$ cat src/rtl/pipelined_floating_point_multiplier.sv
`default_nettype none
// ---------------------------------------------------------------------------
// pipelined_floating_point_multiplier: 3-stage IEEE-754-style FP multiply with valid/ready
// Revision: 1.0
// ---------------------------------------------------------------------------
module pipelined_floating_point_multiplier #(
  parameter int EXPONENT_WIDTH = 8,
  parameter int MANTISSA_WIDTH = 23,
  localparam int FLOAT_BIT_WIDTH = EXPONENT_WIDTH + MANTISSA_WIDTH + 1
) (
  input  logic                       clk,
  input  logic                       rst,
  input  logic                       in_valid,
  output logic                       in_ready,
  input  logic [FLOAT_BIT_WIDTH-1:0] a,
  input  logic [FLOAT_BIT_WIDTH-1:0] b,
  input  logic [1:0]                 round_mode,
  output logic                       out_valid,
  input  logic                       out_ready,
  output logic [FLOAT_BIT_WIDTH-1:0] out,
  output logic                       underflow_flag,
  output logic                       overflow_flag,
  output logic                       invalid_operation_flag
);

  localparam int E    = EXPONENT_WIDTH;
  localparam int M    = MANTISSA_WIDTH;
  localparam int FBW  = FLOAT_BIT_WIDTH;
  localparam int XW   = E + 2;
  localparam int PW   = 2 * (M + 1);
  localparam int BIAS = 2 ** (E - 1) - 1;
  localparam int EMAX = 2 ** E - 1;

  localparam logic [1:0] RM_RNE = 2'b00;
  localparam logic [1:0] RM_RTZ = 2'b01;
  localparam logic [1:0] RM_RUP = 2'b10;
  localparam logic [1:0] RM_RDN = 2'b11;

  // Stage registers
  logic                  s1_valid, s2_valid;
  logic                  s1_sign, s2_sign;
  logic signed [XW-1:0]  s1_exp, s2_exp;
  logic [M:0]            s1_sig_a, s1_sig_b;
  logic [PW-1:0]         s2_prod;
  logic                  s1_special, s2_special;
  logic [FBW-1:0]        s1_spec_res, s2_spec_res;
  logic                  s1_inv, s2_inv;
  logic [1:0]            s1_rm, s2_rm;

  logic en1, en2, en3;
  assign en3      = !out_valid || out_ready;
  assign en2      = !s2_valid || en3;
  assign en1      = !s1_valid || en2;
  assign in_ready = en1;

  // Stage 1: unpack and classify
  logic [E-1:0] exp_a, exp_b;
  logic [M-1:0] frac_a, frac_b;
  logic a_zero, b_zero, a_inf, b_inf, a_nan, b_nan, a_snan, b_snan, sign_ab;
  logic signed [XW-1:0] exp_sum;

  assign exp_a   = a[FBW-2:M];
  assign exp_b   = b[FBW-2:M];
  assign frac_a  = a[M-1:0];
  assign frac_b  = b[M-1:0];
  assign a_zero  = (exp_a == '0);
  assign b_zero  = (exp_b == '0);
  assign a_inf   = (&exp_a) && (frac_a == '0);
  assign b_inf   = (&exp_b) && (frac_b == '0);
  assign a_nan   = (&exp_a) && (frac_a != '0);
  assign b_nan   = (&exp_b) && (frac_b != '0);
  assign a_snan  = a_nan && !frac_a[M-1];
  assign b_snan  = b_nan && !frac_b[M-1];
  assign sign_ab = a[FBW-1] ^ b[FBW-1];
  assign exp_sum = {2'b00, exp_a} + {2'b00, exp_b} - XW'(BIAS);

  logic           spec_d;
  logic [FBW-1:0] spec_res_d;
  logic           inv_d;

  always_comb begin
    spec_d     = 1'b1;
    spec_res_d = '0;
    inv_d      = 1'b0;
    if (a_nan) begin
      spec_res_d = {a[FBW-1:M], 1'b1, a[M-2:0]};
      inv_d      = a_snan || b_snan;
    end else if (b_nan) begin
      spec_res_d = {b[FBW-1:M], 1'b1, b[M-2:0]};
      inv_d      = b_snan;
    end else if ((a_inf && b_zero) || (b_inf && a_zero)) begin
      spec_res_d = {1'b1, {E{1'b1}}, 1'b1, {(M-1){1'b0}}};
      inv_d      = 1'b1;
    end else if (a_inf || b_inf) begin
      spec_res_d = {sign_ab, {E{1'b1}}, {M{1'b0}}};
    end else if (a_zero || b_zero) begin
      spec_res_d = {sign_ab, {(FBW-1){1'b0}}};
    end else begin
      spec_d = 1'b0;
    end
  end

  // Stage 3: normalise, round, pack
  logic          hi;
  logic [M-1:0]  mant;
  logic          guard, sticky, inc;
  logic [M:0]    mant_r;
  logic signed [XW-1:0] exp_n;
  logic          ovf, unf, inf_sel;
  logic [FBW-1:0] res_d;
  logic          uf_d, of_d, iv_d;

  always_comb begin
    hi = s2_prod[PW-1];
    if (hi) begin
      mant   = s2_prod[PW-2:M+1];
      guard  = s2_prod[M];
      sticky = |s2_prod[M-1:0];
    end else begin
      mant   = s2_prod[PW-3:M];
      guard  = s2_prod[M-1];
      sticky = |s2_prod[M-2:0];
    end
    case (s2_rm)
      RM_RNE:  inc = guard && (sticky || mant[0]);
      RM_RTZ:  inc = 1'b0;
      RM_RUP:  inc = (guard || sticky) && !s2_sign;
      default: inc = (guard || sticky) && s2_sign;
    endcase
    mant_r  = {1'b0, mant} + {{M{1'b0}}, inc};
    exp_n   = s2_exp + {{(XW-1){1'b0}}, hi} + {{(XW-1){1'b0}}, mant_r[M]};
    ovf     = int'(exp_n) >= EMAX;
    unf     = int'(exp_n) <= 0;
    inf_sel = (s2_rm == RM_RNE) || (s2_rm == RM_RUP && !s2_sign) || (s2_rm == RM_RDN && s2_sign);
    uf_d    = 1'b0;
    of_d    = 1'b0;
    iv_d    = 1'b0;
    if (s2_special) begin
      res_d = s2_spec_res;
      iv_d  = s2_inv;
    end else if (ovf) begin
      of_d  = 1'b1;
      res_d = inf_sel ? {s2_sign, {E{1'b1}}, {M{1'b0}}}
                      : {s2_sign, {(E-1){1'b1}}, 1'b0, {M{1'b1}}};
    end else if (unf) begin
      uf_d  = 1'b1;
      res_d = {s2_sign, {(FBW-1){1'b0}}};
    end else begin
      res_d = {s2_sign, exp_n[E-1:0], mant_r[M-1:0]};
    end
  end

  always_ff @(posedge clk or posedge rst) begin
    if (rst) begin
      s1_valid               <= 1'b0;
      s1_sign                <= 1'b0;
      s1_exp                 <= '0;
      s1_sig_a               <= '0;
      s1_sig_b               <= '0;
      s1_special             <= 1'b0;
      s1_spec_res            <= '0;
      s1_inv                 <= 1'b0;
      s1_rm                  <= '0;
      s2_valid               <= 1'b0;
      s2_sign                <= 1'b0;
      s2_exp                 <= '0;
      s2_prod                <= '0;
      s2_special             <= 1'b0;
      s2_spec_res            <= '0;
      s2_inv                 <= 1'b0;
      s2_rm                  <= '0;
      out_valid              <= 1'b0;
      out                    <= '0;
      underflow_flag         <= 1'b0;
      overflow_flag          <= 1'b0;
      invalid_operation_flag <= 1'b0;
    end else begin
      if (en1) begin
        s1_valid    <= in_valid;
        s1_sign     <= sign_ab;
        s1_exp      <= exp_sum;
        s1_sig_a    <= {1'b1, frac_a};
        s1_sig_b    <= {1'b1, frac_b};
        s1_special  <= spec_d;
        s1_spec_res <= spec_res_d;
        s1_inv      <= inv_d;
        s1_rm       <= round_mode;
      end
      if (en2) begin
        s2_valid    <= s1_valid;
        s2_sign     <= s1_sign;
        s2_exp      <= s1_exp;
        s2_prod     <= s1_sig_a * s1_sig_b;
        s2_special  <= s1_special;
        s2_spec_res <= s1_spec_res;
        s2_inv      <= s1_inv;
        s2_rm       <= s1_rm;
      end
      if (en3) begin
        out_valid              <= s2_valid;
        out                    <= res_d;
        underflow_flag         <= uf_d;
        overflow_flag          <= of_d;
        invalid_operation_flag <= iv_d;
      end
    end
  end

endmodule
`default_nettype wire
$ cat config.mk
export PLATFORM = sky130hd
export DESIGN_NAME = pipelined_floating_point_multiplier
export DESIGN_NICKNAME = d
export VERILOG_FILES = /design/src/rtl/pipelined_floating_point_multiplier.sv
export SDC_FILE = /design/constraint.sdc
export NUM_CORES = 2
export LEC_CHECK = 0
export BUFFER_PORTS_ARGS = -buffer_cell sky130_fd_sc_hd__buf_2
export CAP_MARGIN = 20
export CORE_MARGIN = 3
export CORE_UTILIZATION = 46
export DETAILED_ROUTE_END_ITERATION = 8
export GPL_ROUTABILITY_DRIVEN = 0
export GPL_TIMING_DRIVEN = 0
export MAX_ROUTING_LAYER = met4
export SETUP_SLACK_MARGIN = 0.2
export SYNTH_ARGS = -nofsm -noshare
export SYNTH_HDL_FRONTEND = slang
export SYNTH_SLANG_ARGS = --single-unit
$ cat constraint.sdc
create_clock -name clk -period 15.6 [get_ports clk]
set_input_delay 2.34 -clock clk [delete_from_list [all_inputs] [get_ports clk]]
set_output_delay 2.34 -clock clk [all_outputs]
set_load 0.02 [all_outputs]
[Yosys cells after proc, flatten, opt, wreduce, memory -nomap -nowiden]
Index checks and enable logic that the tools add are counted.
Word-level totals
  register bits after elaboration: 228
  input bits: 70
  output and inout port bits: 37
  word-level logic and storage cells: 102
Cells by class
  $add $sub $neg: 5
  $mul: 1
  magnitude comparators: 2
  equal/unequal tests: 3
  muxes and demuxes: 27
  bitwise logic cells: 1
  reductions and logical operators: 41
Operator list (number)
  two-way mux 32 bit: 6
  two-way mux 31 bit: 2
  multiplier 24 x 24 -> 48 bit: 1
  logical NOT 23 bit: 2
  nonzero test 23 bit: 2
  adder 23 x 1 -> 24 bit: 1
  two-way mux 24 bit: 1
  two-way mux 23 bit: 1
  OR reduction 23 bit: 1
  OR reduction 22 bit: 1
  adder 10 x 1 -> 10 bit: 2
  logical NOT 8 bit: 2
  two-way mux 1 bit: 16
  AND reduction 8 bit: 2
  logical AND 1 bit: 13
  logical OR 1 bit: 11
  greater-or-equal comparator 10 x 9 -> 1 bit, second input constant: 1
  <= comparator 10 x 1 -> 1 bit, second input constant: 1
  subtractor 9 x 7 -> 10 bit, second input constant: 1
  adder 8 x 8 -> 9 bit: 1
  logical NOT 1 bit: 6
  equality test 2 bit, second input constant: 2
  case mux 1 bit (3 select lines): 1
  equality test 2 x 1 -> 1 bit, second input constant: 1
  2 further kinds: 2

[Depth between registers and ports, before layout]
  word-level depth: 11
  depth in mapped cells: 26
  mapped depth without buffers: 24

[Least setup slack after synthesis]
No wires, ideal clock.
  path kind: reg2reg
  start point: register s1_sig_b[3]
  end point: register s2_prod[45]
  library setup time: 0.086 ns
  arrival: 6.369 ns
  required time: 15.514 ns
  path slack: 9.145 ns
  stages on the path, launching flop included: 25
  buffers on the path: 2
  period minus slack after synthesis: 6.455 ns
  path through: dfrtp_1 -> clkbuf_1 -> nand2_1 -> fa_1 -> inv_1 -> fa_1 -> inv_1 -> fa_1 -> fa_1 -> inv_1 -> fa_1 -> fa_1 -> inv_1 -> fa_1 -> inv_1 -> ha_1 -> buf_2 -> a211oi_1 -> o211a_1 -> o31ai_1 -> a41o_1 -> o31ai_2 -> o221ai_2 -> nor3b_1 -> nor3_1
Between the ends
  cells in the longest elaborated chain, start to end: 1
Ends and longest elaborated chain
  start, declared: line 43  | logic [M:0] s1_sig_a, s1_sig_b;
  start signal, assigned: line 183  | s1_sig_b <= {1'b1, frac_b};
  multiplier 24 x 24 -> 48 bit: line 193  | s2_prod <= s1_sig_a * s1_sig_b;
  end signal, assigned: line 193
  end, declared: line 44  | logic [PW-1:0] s2_prod;
No other way between the ends.
A chain may end at the register's enable or synchronous reset.

[Worst setup path in the final report]
  start point: register s1_sig_b[17]
  end point: register s2_prod[41]
The elaborated chain is that of the path after synthesis.

==> impl_metrics.toml <==
[critical_path]
crit_arrival_ns = 8.94
worst-path-buf-inv = 6
cp.required_ns = 16.02
critPathMostFrequentCell = "fa_1"
crit_path_max_fanout = 10
path_class = "flop to flop"
end_kind = "flop"
crit_family = "adder cells"
regToRegSetupSlack_ns = 7.08
slowest_stage = "clkbuf_1"
path_cells = "clkbuf_1, clkbuf_1, nand2_1, fa_1, inv_1, fa_1, fa_1, fa_1, fa_1, fa_1, inv_1, fa_1, inv_1, ha_1, clkbuf_1, nand4_1, nor3_1, o211ai_1, a21oi_1, o211ai_1, a211oi_1, or3_1, nand3_1"
cpPeakStageDelay_ns = 0.82
start_kind = "flop"

[sta]
tns_ns = 0
finalWorstSetupSlack_ns = 7.077
finalSetupViolations = 0
slew_headroom_pct = 23.42
rsz0062_at_grt = "false"
worst_pin_slew_ns = 1.149
fin_crit_sh_pct = 54.64
slew_viol_final = 0
skew_ns = 0.06204
hold_viol_final = 0
max_freq_mhz = 117.3
final.min_clock_period_ns = 8.523

[die]
io_pins = 107
coreArea_um2 = 63770
die_h_um = 261.4
num_rows = 92
die_width_um = 261.4
dieArea_um2 = 68300
start_util_pct = 47.03

[cts]
cts_tree = "yes"
postCtsSetupRepairBufs = 0
numCtsBuffers = 28
hold_buffers = 0
clkTransAtPathRegs_ns = 0.06
root_buffer = "clkbuf_16"
cts_resized = 0
insertion_delay_ns = 0.60
cts_buffer_depth = 3
clkSinkCount = 227
htreeDepth = 1

[logic_synthesis]
synth_area_um2 = 29990
ys_ff_latch = 227
syn_inst = 3451
async_flop_share_pct = 100.0
syn-num-nets = 4198
synth_top_cell_area_share_pct = 32.30
yosysSeqAreaShare_pct = 18.94
synth.distinct_cells = 75
ys_top_cells_by_area = "fa_1, dfrtp_1, nand2_1"
synth-edff-count = 0
yosys.area.top_type = "fa_1"
synth_warnings = 0
synth_flop_cell = "dfrtp_1"
syn_avg_cell_area_um2 = 8.691

[global_route]
grt_overflow_total = 0
grt_max_degree = 116
grt_pass1_vias = 24700
antenna_found_initial = 7
grt_pass1_wl_mm = 151.9
grt.total_usage_pct = 31.12

[route]
routed_wl_mm = 100.7
drt-vias-per-instance = 5.422
dr.pass1.iters = 5
drc_errors = 0
vias = 24200
drtAntennaViolNets = 0
initialDrtViolationCount = 2237
avgRoutedWirePerCell_um = 22.56

[cells_and_area]
final_cell_mix = "nand2_1, inv_1, fa_1, and2_1, dfrtp_1"
fin_util_pct = 51.11
fin_cells = 4463
drive_gt1_share_pct = 5.322
final_nets = 4337
mostFrequentLayoutCell = "nand2_1"
area_delta_synth_final_pct = 8.664

[outcome]
outcome = "finished, final reports clean"

[placed_design]
preCtsSetupSlack_ns = 7.293
place_hpwl_mm = 82.02
numPortBuffers = 106
dp.cells = 4406

[hold_path]
hold_class = "flop to flop"

[job]
drv_cap = 0
## stage by stage
stage          cell area (µm²)  hold WS, ns
2_1_floorplan            29990       0.4258
3_3_place_gp             31580       0.4376
3_5_place_dp             31650       0.4506
4_1_cts                  32570       0.4644
5_1_grt                  32580       0.4838
6_report                 32590       0.4630
## metal layers
metal,GRT usage (%),routed length (µm)
met1,41.07,41870
met2,46.81,44650
met3,8.075,9966
met4,10.63,4205
met5,-,0
## final timing paths
path | endpoint | depth (start not counted) | start
worst max-delay path | s2_prod[41] | 23 | s1_sig_b[17]
worst min-delay path | s2_spec_res[25] | 2 | s2_spec_res[25]
worst max register to register | s2_prod[41] | 23 | s1_sig_b[17]
worst min register to register | s2_spec_res[25] | 2 | s2_spec_res[25]
max in group asynchronous | s2_spec_res[12] | 4 | rst
min in group asynchronous | out[14] | 2 | rst
## tightest hold or removal path, delay by kind of cell, from the launching register on
kind | cells | cell delay, ns
flops | 1 | 0.34
simple gates | 2 | 0.10
## state kept, by name (all words and copies together), names as in the netlist, 2 cells and up
signal and count:
s2_rm 2, s2_prod 48, s2_exp 10, s2_spec_res 32, s1_sig_b 23, out 32
s1_exp 10, s1_rm 2, s1_sig_a 24, s1_spec_res 32
## area by class of cell
type	instances	area (µm²)
multi-input cells	2443	21320
flip-flops and latches	227	5680
repair buffers	109	593.1
inverters	589	2218
well taps	846	1059
clock inverters	13	160.2
diodes	9	22.52
clock buffers	35	757.0
fillers	6280	31180
plain buffers	192	787.0
## cell families after synthesis
logic type               count (synthesis)  synth area share, %
AO/OA/AOI/OAI                          338                7.242
XOR/XNOR                                83                2.449
adder cells (fa/ha/maj)                677                40.36
buffers and inverters                  781                9.995
flip-flops                             227                18.94
multiplexers                            17               0.5798
AND/OR/NAND/NOR                       1328                20.44
## synth_stat cells, types with 28 or more instances
cell,count
a21oi_1,127
and2_1,290
clkbuf_1,169
dfrtp_1,227
fa_1,484
ha_1,193
inv_1,588
nand2_1,714
nand3_1,38
nor2_1,148
o21ai_0,80
or3_1,28
xnor2_1,52
xor2_1,30
Power is not shown: default switching activity piles up to over one toggle a cycle in this logic, so the estimate is an artifact.
